$ cat src/rtl/md_issue_ctrl.sv
// md_issue_ctrl: FIFO-buffered issue control for the multiply/divide unit.
// Optional feature macro: MD_PERF_CNT_EN (launch and read-stall counters).
module md_issue_ctrl #(
  parameter int QDEPTH = 2
) (
  input  logic        clk,
  input  logic        reset,
  input  logic        flush,
  input  logic        req_valid,
  output logic        req_ready,
  input  logic [2:0]  req_opt,
  input  logic [31:0] req_a,
  input  logic [31:0] req_b,
  input  logic        rd_valid,
  input  logic        rd_sel,
  output logic        rd_ready,
  output logic [31:0] rd_data,
  output logic        md_start,
  output logic [2:0]  md_opt,
  output logic [31:0] md_v1,
  output logic [31:0] md_v2,
  input  logic        md_busy,
  input  logic [31:0] md_hi,
  input  logic [31:0] md_lo
`ifdef MD_PERF_CNT_EN
  ,
  output logic [31:0] perf_ops,
  output logic [31:0] perf_stall
`endif
);

  localparam int AW = (QDEPTH > 1) ? $clog2(QDEPTH) : 1;
  localparam int PW = $clog2(QDEPTH) + 1;

  typedef struct packed {
    logic [2:0]  opt;
    logic [31:0] a;
    logic [31:0] b;
  } md_op_t;

  typedef enum logic [1:0] {
    S_IDLE,
    S_LAUNCH,
    S_WAIT
  } state_t;

  state_t state_q, state_d;

  md_op_t fifo_q [QDEPTH];
  md_op_t head;
  md_op_t op_q, op_d;

  logic [PW-1:0] wr_ptr_q, wr_ptr_d;
  logic [PW-1:0] rd_ptr_q, rd_ptr_d;
  logic [PW-1:0] occ;
  logic [AW-1:0] wr_idx, rd_idx;

  logic full, empty;
  logic push, pop, pop_ok;
  logic quiet;

  generate
    if (QDEPTH == 1) begin : g_one
      assign wr_idx = '0;
      assign rd_idx = '0;
    end else begin : g_idx
      assign wr_idx = wr_ptr_q[AW-1:0];
      assign rd_idx = rd_ptr_q[AW-1:0];
    end
  endgenerate

  // Occupancy via the extra pointer bit; ranges 0..QDEPTH.
  assign occ   = wr_ptr_q - rd_ptr_q;
  assign full  = (occ == PW'(QDEPTH));
  assign empty = (occ == '0);

  assign req_ready = !full && !flush;

  // Opcodes 11x are accepted but never reach the MD unit.
  assign push   = req_valid && req_ready && (req_opt[2:1] != 2'b11);
  assign pop_ok = !empty && !flush;
  assign head   = fifo_q[rd_idx];

  always_ff @(posedge clk) begin
    if (push) begin
      fifo_q[wr_idx] <= '{opt: req_opt, a: req_a, b: req_b};
    end
  end

  always_comb begin
    state_d  = state_q;
    pop      = 1'b0;
    op_d     = op_q;
    wr_ptr_d = wr_ptr_q;
    rd_ptr_d = rd_ptr_q;
    unique case (state_q)
      S_IDLE: begin
        if (pop_ok) begin
          pop     = 1'b1;
          state_d = S_LAUNCH;
        end
      end
      S_LAUNCH: state_d = S_WAIT;
      S_WAIT: begin
        if (!md_busy) begin
          if (pop_ok) begin
            pop     = 1'b1;
            state_d = S_LAUNCH;
          end else begin
            state_d = S_IDLE;
          end
        end
      end
      default: state_d = S_IDLE;
    endcase
    if (pop) begin
      op_d     = head;
      rd_ptr_d = rd_ptr_q + PW'(1);
    end
    if (flush) begin
      rd_ptr_d = wr_ptr_q;
    end
    if (push) begin
      wr_ptr_d = wr_ptr_q + PW'(1);
    end
  end

  always_ff @(posedge clk) begin
    if (reset) begin
      state_q  <= S_IDLE;
      wr_ptr_q <= '0;
      rd_ptr_q <= '0;
      op_q     <= '0;
    end else begin
      state_q  <= state_d;
      wr_ptr_q <= wr_ptr_d;
      rd_ptr_q <= rd_ptr_d;
      op_q     <= op_d;
    end
  end

  assign md_start = (state_q == S_LAUNCH);
  assign md_opt   = op_q.opt;
  assign md_v1    = op_q.a;
  assign md_v2    = op_q.b;

  // HI/LO are stable only with nothing queued and nothing in flight.
  assign quiet = empty &&
                 ((state_q == S_IDLE) ||
                  ((state_q == S_WAIT) && !md_busy));

  assign rd_ready = rd_valid && quiet;
  assign rd_data  = !rd_ready ? 32'd0 :
                    rd_sel    ? md_lo : md_hi;

`ifdef MD_PERF_CNT_EN
  logic [31:0] perf_ops_q;
  logic [31:0] perf_stall_q;

  always_ff @(posedge clk) begin
    if (reset) begin
      perf_ops_q   <= '0;
      perf_stall_q <= '0;
    end else begin
      if (state_q == S_LAUNCH) begin
        perf_ops_q <= perf_ops_q + 32'd1;
      end
      if (rd_valid && !rd_ready) begin
        perf_stall_q <= perf_stall_q + 32'd1;
      end
    end
  end

  assign perf_ops   = perf_ops_q;
  assign perf_stall = perf_stall_q;
`endif

endmodule
$ cat config.mk
export PLATFORM = sky130hd
export DESIGN_NAME = md_issue_ctrl
export DESIGN_NICKNAME = d
export VERILOG_FILES = /design/src/rtl/md_issue_ctrl.sv
export SDC_FILE = /design/constraint.sdc
export NUM_CORES = 1
export LEC_CHECK = 0
export CORE_MARGIN = 1
export CORE_UTILIZATION = 52
export CTS_CLUSTER_DIAMETER = 30
export DETAILED_ROUTE_END_ITERATION = 10
export PLACE_DENSITY_LB_ADDON = 0.08
export REMOVE_ABC_BUFFERS = 1
export SLEW_MARGIN = 20
export SYNTH_ARGS = -nofsm -noshare
export SYNTH_HDL_FRONTEND = slang
export SYNTH_SLANG_ARGS = --single-unit
$ cat constraint.sdc
create_clock -name clk -period 24.7 [get_ports clk]
set_clock_uncertainty 0.05 [all_clocks]
set_input_delay 2.47 -clock clk [delete_from_list [all_inputs] [get_ports clk]]
set_output_delay 2.47 -clock clk [all_outputs]
set_load 0.01 [all_outputs]
Yosys cells after proc, flatten, opt, wreduce, memory -nomap -nowiden
Memories as Yosys holds them, arrays and structs flattened. A register that Yosys moved wholly into a read port is not among the register bits. Cells that the tools add are included.

Add/sub/neg operators: 3. Eq/ne operators: 6. Muxes and demuxes: 13. Reductions and logical operators: 16.

Operators by type and width (count): $mux 32 (2); $mux 2 (4); $logic_and 1x1->1 (7); $ne 2x2->1 const B (3); $pmux 2 s3 (1); $mux 1 (5); $add 2x1->2 const B (2); $eq 2x2->1 const B (2); $logic_not 1->1 (4); $logic_not 2->1 (2); $eq 2x1->1 const B (1); $pmux 1 s2 (1); $reduce_and 2->1 (1); $reduce_bool 2->1 (1); $sub 2x2->2 (1); $logic_or 1x1->1 (1).

Register bits: 6. Bits in writable memories: 134. Output and inout port bits: 102. Word-level logic and storage cells: 42. Memories: 1.

Memories: fifo_q (depth 2, bits a word 67, rd ports 1, clocked after memory_dff 1, write ports 1, line 49) `md_op_t fifo_q [QDEPTH];`.

Depth between registers and ports, before layout
Gate-level depths: netlist of run 1.

Depth in word-level cells: 9. Mapped depth: 6.

Worst setup path after synthesis of run 1
Ideal clock, no wire load.

Path kind: input to register. Start: input req_valid. End: register wr_ptr_q[1]. Arrival time: 14.664 ns. Data required time: 24.538 ns. Setup slack: 9.874 ns. Stages on the path: 3. Buffers on the path: 0. Cells stage by stage: a21bo_2 -> a2111oi_0 -> mux2_2.

Longest elaborated chain between the ends: 2.

Ends and longest elaborated chain: start: declaration (line 9) `input logic req_valid,`; $logic_and 1x1->1 (2 in a row) (line 80) `assign push = req_valid && req_ready && (req_opt[2:1] != 2'b11);`; end signal: assignment (line 136) `wr_ptr_q <= wr_ptr_d;`; end: declaration (line 53) `logic [PW-1:0] wr_ptr_q, wr_ptr_d;`.

Every way passes these cells. A chain may end at the register's enable or synchronous reset.

Worst setup path in the final report of run 1
Start: input md_busy. End: output rd_data[19].

Longest elaborated chain between the ends: 6.

Ends and longest elaborated chain: start: declaration (line 22) `input logic md_busy,`; $logic_not 1->1 (line 150) `((state_q == S_WAIT) && !md_busy));`; $logic_and 1x1->1 (line 150); $logic_or 1x1->1 (line 149) `((state_q == S_IDLE) ||`; $logic_and 1x1->1 (line 148) `assign quiet = empty &&`; $logic_and 1x1->1 (line 152) `assign rd_ready = rd_valid && quiet;`; $mux 32 (line 153) `assign rd_data = !rd_ready ? 32'd0 :`; end: declaration (line 17) `output logic [31:0] rd_data,`.

Every way passes these cells.

==> results of run 1 <==
[layout make-up]
class | count | area share [%]
sequential | 207 | 44.5
multi-input combinational | 370 | 23.4
timing repair buffer | 243 | 19.6
clock buffer | 44 | 7.88
clock inverter | 19 | 2.33
tap | 216 | 2.19
inverter | 2 | 0.0609
[layout by cell type, fill, tap and decap left out, drive strengths merged]
| cell type | synthesis | final |
|---|---|---|
| and3 | 1 | 1 |
| clkinv | 0 | 7 |
| nand2 | 2 | 2 |
| nor2 | 106 | 106 |
| nand4 | 1 | 1 |
| a2111o | 1 | 1 |
| buf | 15 | 6 |
| nor3b | 1 | 1 |
| and2 | 1 | 1 |
| mux2 | 69 | 69 |
| or3 | 1 | 1 |
| bufinv | 0 | 7 |
| a21o | 1 | 1 |
| a211oi | 2 | 2 |
| a211o | 1 | 1 |
| clkbuf | 24 | 44 |
| a2bb2oi | 1 | 1 |
| xnor2 | 2 | 2 |
| a21bo | 1 | 1 |
| nor2b | 70 | 70 |
| nand3 | 1 | 1 |
| clkdlybuf4s50 | 0 | 237 |
| edfxtp | 134 | 134 |
| nand3b | 1 | 1 |
| mux2i | 99 | 99 |
| clkinvlp | 0 | 5 |
| a2111oi | 2 | 2 |
| nor3 | 2 | 2 |
| inv | 2 | 2 |
| and3b | 1 | 1 |
| a21oi | 2 | 2 |
| xor2 | 1 | 1 |
| dfxtp | 73 | 73 |
[path summary, 6_finish.rpt]
kind	slack, ns	end	cells past startpoint
min reg2reg	0.56	md_v1[8]$_SDFFE_PP0P_	2
max	17.55	rd_data[19]	6
min	0.56	md_v1[8]$_SDFFE_PP0P_	2
max reg2reg	21.94	fifo_q[0][53]$_DFFE_PP_	3
[power groups by stage]
stage | clock, W | combinational [W] | sequential [W]
floorplan | 0 | 0.0000713 | 0.000418
global placement | 0 | 0.000153 | 0.000410
detailed placement | 0 | 0.000158 | 0.000411
CTS | 0.000515 | 0.000159 | 0.000405
global route | 0.000530 | 0.000169 | 0.000407
finish | 0.000508 | 0.000158 | 0.000405
[per-layer routing]
layer | global-route usage (%) | wire, um | up-vias | part of all wire [%]
li1 | - | - | 2685 | -
met4 | 7.87 | 468 | 2 | 2.4
met1 | 27.2 | 7840 | 2772 | 40
met5 | 0 | 10 | - | 0.051
met2 | 40.8 | 10200 | 171 | 52
met3 | 5.00 | 1150 | 42 | 5.9
[sequential cells by signal, summed over array words and instances, names as in the netlist]
name	count
md_v1	32
state_q	2
fifo_q	134
rd_ptr_q	2
md_v2	32
md_opt	3
wr_ptr_q	2
[stage by stage]
step	hold slack [ns]	worst slack, ns	utilization, %	power (W)	cell area, um2
2_1_floorplan	0.532	9.88	-	0.000489	8360
3_3_place_gp	0.528	17.34	69.4	0.000564	11100
3_5_place_dp	0.536	17.09	69.4	0.000569	11100
4_1_cts	0.558	17.05	77.3	0.00108	12300
5_1_grt	0.576	17.43	77.4	0.00111	12300
6_report	0.556	17.55	77.4	0.00107	12300
[logic make-up (layout without fill, tap and decap cells)]
family	count (synthesis)	count (layout)	synth area share [%]
buffers and inverters	41	308	2.23
AND/OR/NAND/NOR	188	188	10.6
flip-flops	207	207	64.2
AO/OA/AOI/OAI	11	11	1.04
multiplexers	168	168	21.5
XOR/XNOR	3	3	0.395
[worst reg2reg max path, delay by kind of cell (launching register included)]
kind,cells,cell delay [ns]
and+or+nand+nor,1,0.88
DFF,1,0.77
AOI/OAI and AO/OA,1,0.37
xor gates and xnor gates,1,0.27
==> results.ini, run 1 <==
[worst_setup_path]
critPathCaptureType = output pin
critPathSlowestCell = clkdlybuf4s50_1
crit_buf_inv = 3
startpoint = md_busy
crit_path_frequent_cell = clkdlybuf4s50_1
slowest_delay_ns = 0.57
critPathMaxFanout = 21
cp_cell_sequence = clkdlybuf4s50_1, a21oi_1, nand4_1, buf_8, nor2_1, clkdlybuf4s50_1
required_ns = 22.18
critPathLaunchType = input pin
crit_type = input pin to output pin
crit_family = buffers and inverters
cp_data_arrival_time_ns = 4.63
r2r-start = rd_ptr_q[0]$_SDFFE_PP0P_

[clock_tree]
clk_pin_slew_ns = 0.05
ctsResizeCount = 0
hold_buffers = 0
cts.sinks = 207
cts_root_buf = clkbuf_16
numCtsBuffers = 35
clk_latency_ns = 0.48
cts_setup_buffers = 0
tritoncts = yes
clk_path_buf_depth = 3
h-tree-depth = 2

[sta]
timing_hold_violations_final = 0
tightest_slew_ns = 1.07
final.setup.tns_ns = 0
grt_setup_unrepaired = no
setup_viol = 0
relSlewSlack_pct = 28.7
timing.fmax_ghz = 0.140
post-route-period-util_pct = 29.0
slew_viol_final = 0
min_period_ns = 7.15

[yosys]
synthTopCellsByCount = 134 x edfxtp_1, 106 x nor2_1, 99 x mux2i_1, 73 x dfxtp_1, 70 x nor2b_1
synth_area_leader_cell = edfxtp_1
ys_seq_area_share_pct = 64.2
netlist_area_mm2 = 0.00854
synth_edf_count = 134
synth.distinct_cells = 33
yosys-top-cells-area = edfxtp_1 47%, dfxtp_1 17%, mux2i_1 12%
synth_warnings = 0
syn_area_per_cell_um2 = 13.8
syn_inst = 618
yosys.area.top_type_share_pct = 47.1
synth_ff_type = edfxtp_1
synth-seq-cells = 207
async_flop_share_pct = 0
yosysMostFrequentCell = edfxtp_1

[global_route]
antenna_found_initial = 1
grt-ovfl-total = 0
grt_pass1_wl_um = 29400
grt_max_degree = 92
grt_use_total_pct = 22.8
grt_pass1_vias = 5888

[finish]
fillers = 1004
seq_area_mm2 = 0.00549
multi_input_comb_area_mm2 = 0.00289
antenna_cells = 0
drive_gt1_share_pct = 15.5
nNetsFinal = 997
fin_cells = 1101
syn_to_final_growth_pct = 44.4

[floorplanning]
die_y_um = 130
rows = 46
start_util_pct = 53.6
io-pin-count = 240
dieWidth_um = 130
die_area_mm2 = 0.0169
core_mm2 = 0.0159

[placed_design]
portBuffers = 239
gp_congestion = 0.819
placed_cells = 1037
dp_hpwl_um = 12100

[min_path]
hold_start = md_v1[8]$_SDFFE_PP0P_
hold_class = register to register

[pwr]
pwr-share-comb_pct = 14.8
switching_share_pct = 22.1
power_frac_seq_pct = 37.8
power_switching_w = 0.000237
power_density_mw_per_mm2 = 86.9
p_leak_nw = 4.60
p_int_w = 0.000835
p_clk_share_pct = 47.4
vdd_ir_drop_max_uv = 77.4

[detailed_routing]
wirelength_um = 19600
post_drt_wl_per_cell_um = 17.8
ant_nets = 0
drc = 0
drtIter0Drc = 216
firstDrtPassIters = 4
vias = 5672
viasPerCell = 5.15

[run]
cap_viol_max_count = 0

[run_status]
status = finished, final reports clean

(Power assumes the default switching activity.)
==> run 2, diff against run 1 <==
--- a/config.mk
+++ b/config.mk
@@ -6,7 +6,7 @@
 export NUM_CORES = 1
 export LEC_CHECK = 0
 export CORE_MARGIN = 1
-export CORE_UTILIZATION = 52
+export CORE_UTILIZATION = 43
 export CTS_CLUSTER_DIAMETER = 30
 export DETAILED_ROUTE_END_ITERATION = 10
 export PLACE_DENSITY_LB_ADDON = 0.08
==> constraint.sdc (replaced) <==
create_clock -name clk -period 5.8 [get_ports clk]
set_clock_uncertainty 0.05 [all_clocks]
set_input_delay 0.58 -clock clk [delete_from_list [all_inputs] [get_ports clk]]
set_output_delay 0.58 -clock clk [all_outputs]
set_load 0.01 [all_outputs]
==> run 2 against run 1 <==
  * Worst setup slack lost 15 ns
  * Cell count grew 5.6%
  * Power grew to 4.2 times the previous value
  * Wire length shrank 2.6%
  * Via count shrank 1.9%
  * Register-to-register slack lost 19 ns
  * Largest cell class unchanged
  * Worst hold slack lost 0.011 ns
==> results.ini, run 2 (synthesis gave the netlist of run 1 again) <==
[run_status]
status = finished, final reports clean

[sta]
tightest_slew_ns = 1.11  ; +0.0385 ns
min_period_ns = 3.56
setup_viol = 0  ; unchanged
grt_setup_unrepaired = no
hold_ws_ns = 0.545  ; -0.0108 ns
timing.fmax_ghz = 0.281
slew_viol_final = 0  ; unchanged
finalWorstSetupSlack_ns = 2.24  ; -15.31 ns
post-route-period-util_pct = 61.4
relSlewSlack_pct = 26.1  ; -2.6 points
timing_hold_violations_final = 0  ; unchanged
final.setup.tns_ns = 0  ; unchanged

[floorplanning]
die_area_mm2 = 0.0204  ; +21%
start_util_pct = 43.9  ; -9.7 points
rows = 51  ; +11%
dieWidth_um = 143  ; +9.8%
die_y_um = 143  ; +9.8%
io-pin-count = 240  ; unchanged
core_mm2 = 0.0195  ; +22%

[worst_setup_path]
critPathSlowestCell = nand4_1
slowest_delay_ns = 0.56  ; about the same
crit_family = buffers and inverters
critPathMaxFanout = 20  ; -4.8%
critPathCaptureType = output pin
cp_data_arrival_time_ns = 2.93  ; -1.70 ns
r2r_end = fifo_q[0][32]$_DFFE_PP_
r2r_slack_ns = 3.37  ; -18.57 ns
rr_worst_depth = 3  ; unchanged
required_ns = 5.17  ; -17.01 ns
crit_type = register to output pin
crit_buf_inv = 2  ; -1
critPathLaunchType = register
cp_cell_sequence = xnor2_1, nand4_1, buf_6, nor2_1, clkdlybuf4s50_1
r2r-start = rd_ptr_q[0]$_SDFFE_PP0P_

[min_path]
worstHoldPathCells = 2  ; unchanged
hold_start = md_v1[9]$_SDFFE_PP0P_
hold_class = register to register
hold_end = md_v1[9]$_SDFFE_PP0P_

[clock_tree]
ctsResizeCount = 0  ; unchanged
clk_pin_slew_ns = 0.05  ; about the same
clk_path_buf_depth = 3  ; unchanged
clk_latency_ns = 0.50  ; +0.02 ns
cts.sinks = 207  ; unchanged
tritoncts = yes
numCtsBuffers = 41  ; +17%
h-tree-depth = 2  ; unchanged
cts_root_buf = clkbuf_16
cts_setup_buffers = 0  ; unchanged
hold_buffers = 0  ; unchanged

[pwr]
total_power_w = 0.00453  ; +320%
p_leak_nw = 4.62  ; +0.50%
power_density_mw_per_mm2 = 365  ; +320%
vdd_ir_drop_max_uv = 226  ; +190%

[global_route]
grt_pass1_vias = 5729  ; -2.7%
grt_pass1_wl_um = 29200  ; -0.89%
grt-ovfl-total = 0  ; unchanged
grt_use_total_pct = 18.6  ; -4.3 points
grt_max_degree = 74  ; -20%
antenna_found_initial = 1  ; unchanged

[detailed_routing]
post_drt_wl_per_cell_um = 16.4  ; -7.8%
firstDrtPassIters = 4  ; unchanged
vias = 5566  ; -1.9%
drc = 0  ; unchanged
ant_nets = 0  ; unchanged
viasPerCell = 4.79  ; -7.1%
wirelength_um = 19100  ; -2.6%
drtIter0Drc = 212  ; -1.9%

[finish]
syn_to_final_growth_pct = 45.5
seq_area_mm2 = 0.00549  ; unchanged
fillers = 1521  ; +51%
drive_gt1_share_pct = 16.4  ; +0.91 points
final_cell_mix = 237 x clkdlybuf4s50_1, 134 x edfxtp_1, 106 x nor2_1
multi_input_comb_area_mm2 = 0.00289  ; unchanged
regMostFlops = fifo_q
nNetsFinal = 1003  ; +0.60%
fin_cells = 1163  ; +5.6%
largest_register_ffs = 134  ; unchanged
final_common_cell = clkdlybuf4s50_1

[placed_design]
placed_cells = 1086  ; +4.7%
portBuffers = 239  ; unchanged
gp_congestion = 0.823  ; +0.56%
dp_hpwl_um = 12000  ; -0.51%
dp_slack_ns = 2.05  ; -15.03 ns

[run]
cap_viol_max_count = 0  ; unchanged

run 2: changes by cell type in the layout (fill, tap and decap cells not counted), sizes merged:
cell | previous run | this run
clkbuf | 44 | 51
clkinv | 7 | 14
bufinv | 7 | 1
clkinvlp | 5 | 7
inv | 2 | 4
diode | 0 | 1
run 2: power breakdown:
part	switching, W	leakage, nW	internal (W)	total, W
registers	0.0000464	1.82	0.00167	0.00171
logic	0.000286	2.18	0.000391	0.000677
clock network	0.000726	0.624	0.00142	0.00214
total	0.00106	4.62	0.00348	0.00453
run 2: final cells by class:
| class | count | area share, % |
|---|---|---|
| diodes | 1 | 0.0201 |
| clock buffers | 51 | 9.06 |
| clock inverters | 24 | 1.37 |
| inverters | 2 | 0.0604 |
| multi-input cells | 370 | 23.2 |
| flip-flops and latches | 207 | 44.2 |
| well taps | 265 | 2.67 |
| repair buffers | 243 | 19.5 |
run 2: how the worst max path moves through the flow:
stage	from	end	cells past startpoint
floorplan	rd_ptr_q[0]$_SDFFE_PP0P_	wr_ptr_q[1]$_SDFFE_PP0P_	2
global placement	md_busy	rd_data[12]	5
detailed placement	md_busy	rd_data[19]	5
CTS	rd_ptr_q[0]$_SDFFE_PP0P_	rd_data[19]	4
global route	rd_ptr_q[1]$_SDFFE_PP0P_	rd_data[14]	5
finish	rd_ptr_q[1]$_SDFFE_PP0P_	rd_data[29]	5
run 2: worst register-to-register path: cells and delay by family, from the launching register on:
kind | cells | cell delay, ns
simple gates | 1 | 0.86
flops | 1 | 0.54
xor+xnor | 1 | 0.20
compound gates | 1 | 0.35
run 2: layer usage:
layer	vias up	track usage, %	wire length (um)
met5	-	0	0
met4	0	6.96	413
met3	42	5.26	1190
met2	155	32.4	9570
met1	2670	21.6	7930
li1	2699	-	-
run 2: metrics by stage:
stage / utilization (%) / instance area [um2]
after detailed placement: 57.1 / 11100
final: 63.9 / 12400
after floorplan: - / 8360
after global placement: 57.1 / 11100
after CTS: 63.8 / 12400
after global routing: 63.9 / 12400
==> run 3, diff against run 2 <==
--- a/config.mk
+++ b/config.mk
@@ -6,7 +6,7 @@
 export NUM_CORES = 1
 export LEC_CHECK = 0
 export CORE_MARGIN = 1
-export CORE_UTILIZATION = 43
+export CORE_UTILIZATION = 48
 export CTS_CLUSTER_DIAMETER = 30
 export DETAILED_ROUTE_END_ITERATION = 10
 export PLACE_DENSITY_LB_ADDON = 0.08
==> constraint.sdc (replaced) <==
create_clock -name clk -period 3.3 [get_ports clk]
set_clock_uncertainty 0.05 [all_clocks]
set_input_delay 0.33 -clock clk [delete_from_list [all_inputs] [get_ports clk]]
set_output_delay 0.33 -clock clk [all_outputs]
set_load 0.01 [all_outputs]
==> run 3 against run 2 <==
  * First-iteration DRC count grew 14%
  * Power grew 69%
  * Worst hold slack lost 0.29 ns
  * Sequential power grew 75%
  * Sequential share of layout area grew 0.33 points
  * Clock-buffer cell count shrank 1
  * Utilization grew 7.2 points
  * Die area shrank 10%
  * Critical endpoint is now rd_data[4]
  * Largest cell class unchanged
==> results.ini, run 3 (synthesis gave the netlist of run 1 again) <==
[run_status]
status = finished, final reports clean

[min_path]
hold_start = reset
hold_class = input pin to register
worstHoldPathCells = 2  ; unchanged

[worst_setup_path]
required_ns = 2.92  ; -2.25 ns
critPathLaunchType = register
crit_type = register to output pin
cp_data_arrival_time_ns = 2.43  ; -0.50 ns
rr_worst_depth = 5  ; +2
startpoint = rd_ptr_q[1]$_SDFFE_PP0P_
critPathCaptureType = output pin
critPathMaxFanout = 33  ; +65%
r2r-start = rd_ptr_q[0]$_SDFFE_PP0P_

[pwr]
vdd_ir_drop_max_uv = 473  ; +110%
power_density_mw_per_mm2 = 621  ; +70%
p_leak_nw = 4.60  ; -0.39%

[global_route]
grt_pass1_vias = 5813  ; +1.5%
grt_use_total_pct = 21.3  ; +2.7 points
grt-ovfl-total = 0  ; unchanged
antenna_found_initial = 0  ; -1
grt_max_degree = 75  ; +1.4%
grt_pass1_wl_um = 30000  ; +3.0%

[detailed_routing]
firstDrtPassIters = 4  ; unchanged
drtIter0Drc = 241  ; +14%
wirelength_um = 19400  ; +1.4%
drc = 0  ; unchanged
ant_nets = 0  ; unchanged
post_drt_wl_per_cell_um = 17.3  ; +5.3%
vias = 5648  ; +1.5%
viasPerCell = 5.04  ; +5.4%

[run]
cap_viol_max_count = 0  ; unchanged

[sta]
min_period_ns = 2.81
hold_ws_ns = 0.250  ; -0.294 ns
tightest_slew_ns = 0.717  ; -0.391 ns
slew_viol_final = 0  ; unchanged
timing_hold_violations_final = 0  ; unchanged
setup_viol = 0  ; unchanged
post-route-period-util_pct = 85.2
final.setup.tns_ns = 0  ; unchanged
timing.fmax_ghz = 0.355
relSlewSlack_pct = 52.2  ; +26 points
grt_setup_unrepaired = no

[finish]
syn_to_final_growth_pct = 44.4
regMostFlops = fifo_q
drive_gt1_share_pct = 15.5  ; -0.86 points
seq_area_mm2 = 0.00549  ; unchanged
multi_input_comb_area_mm2 = 0.00289  ; unchanged
final_cell_mix = 237 x clkdlybuf4s50_1, 134 x edfxtp_1, 106 x nor2_1
nNetsFinal = 1006  ; +0.30%
fillers = 1187  ; -22%
largest_register_ffs = 134  ; unchanged
final_common_cell = clkdlybuf4s50_1
antenna_cells = 0  ; -1

[placed_design]
portBuffers = 239  ; unchanged
gp_congestion = 0.894  ; +8.6%
dp_hpwl_um = 12600  ; +4.7%

[clock_tree]
numCtsBuffers = 37  ; -9.8%
clk_latency_ns = 0.50  ; about the same
clk_path_buf_depth = 3  ; unchanged
cts_setup_buffers = 0  ; unchanged
clk_pin_slew_ns = 0.05  ; about the same
h-tree-depth = 2  ; unchanged
cts.sinks = 207  ; unchanged
hold_buffers = 0  ; unchanged
tritoncts = yes
ctsResizeCount = 0  ; unchanged
cts_root_buf = clkbuf_16

[floorplanning]
start_util_pct = 49.2  ; +5.3 points
die_area_mm2 = 0.0183  ; -10%
dieWidth_um = 135  ; -5.3%
rows = 48  ; -5.9%
io-pin-count = 240  ; unchanged
die_y_um = 135  ; -5.3%
core_mm2 = 0.0174  ; -11%

==> run 3: critical path, cell delays in order (launching register included) <==
cell and delay (ns):
dfxtp_1 0.36, xnor2_1 0.46, nand4_1 0.14, buf_4 0.26, nor2_1 0.17, clkdlybuf4s50_1 0.56
==> run 3: layout make-up <==
| class | instances | share of cell area, % |
|---|---|---|
| Timing Repair Buffer | 250 | 20.5 |
| Sequential cell | 207 | 44.5 |
| Tap cell | 225 | 2.28 |
| Inverter | 2 | 0.0608 |
| Clock inverter | 16 | 1.05 |
| Clock buffer | 50 | 8.23 |
| Multi-Input combinational cell | 370 | 23.4 |
==> run 3: per-layer routing <==
metal / vias up / GRT usage [%] / wire length, um
met5: - / 0 / 0
met4: 0 / 7.62 / 382
met3: 33 / 5.27 / 1070
met2: 166 / 37.6 / 9830
met1: 2754 / 25.2 / 8100
li1: 2695 / - / -
==> run 3: power breakdown <==
| part | internal [W] | switching [W] | leakage (nW) | total (W) |
|---|---|---|---|---|
| sequential | 0.00293 | 0.0000637 | 1.82 | 0.00299 |
| combinational | 0.000703 | 0.000535 | 2.23 | 0.00124 |
| clock | 0.00223 | 0.00119 | 0.553 | 0.00343 |
| total | 0.00587 | 0.00179 | 4.60 | 0.00766 |
==> run 3: through the flow <==
step | util [%] | setup slack [ns] | instance area [um2] | std cells | power (W)
after floorplan | - | -10.56 | 8360 | 579 | 0.00366
after global placement | 64.5 | 0.851 | 11200 | 1054 | 0.00425
final | 71.1 | 0.487 | 12300 | 1120 | 0.00766
after CTS | 71.1 | 0.482 | 12300 | 1120 | 0.00775
after detailed placement | 64.5 | 0.792 | 11200 | 1054 | 0.00428
after global routing | 71.1 | 0.369 | 12300 | 1120 | 0.00796
==> run 3: path summary, 6_finish.rpt <==
path	slack, ns	endpoint
worst max-delay path	0.49	rd_data[4]
worst max register to register	0.90	md_v2[22]$_SDFFE_PP0P_
worst min-delay path	0.25	state_q[1]$_SDFFE_PP0P_
worst min register to register	0.54	md_v1[12]$_SDFFE_PP0P_
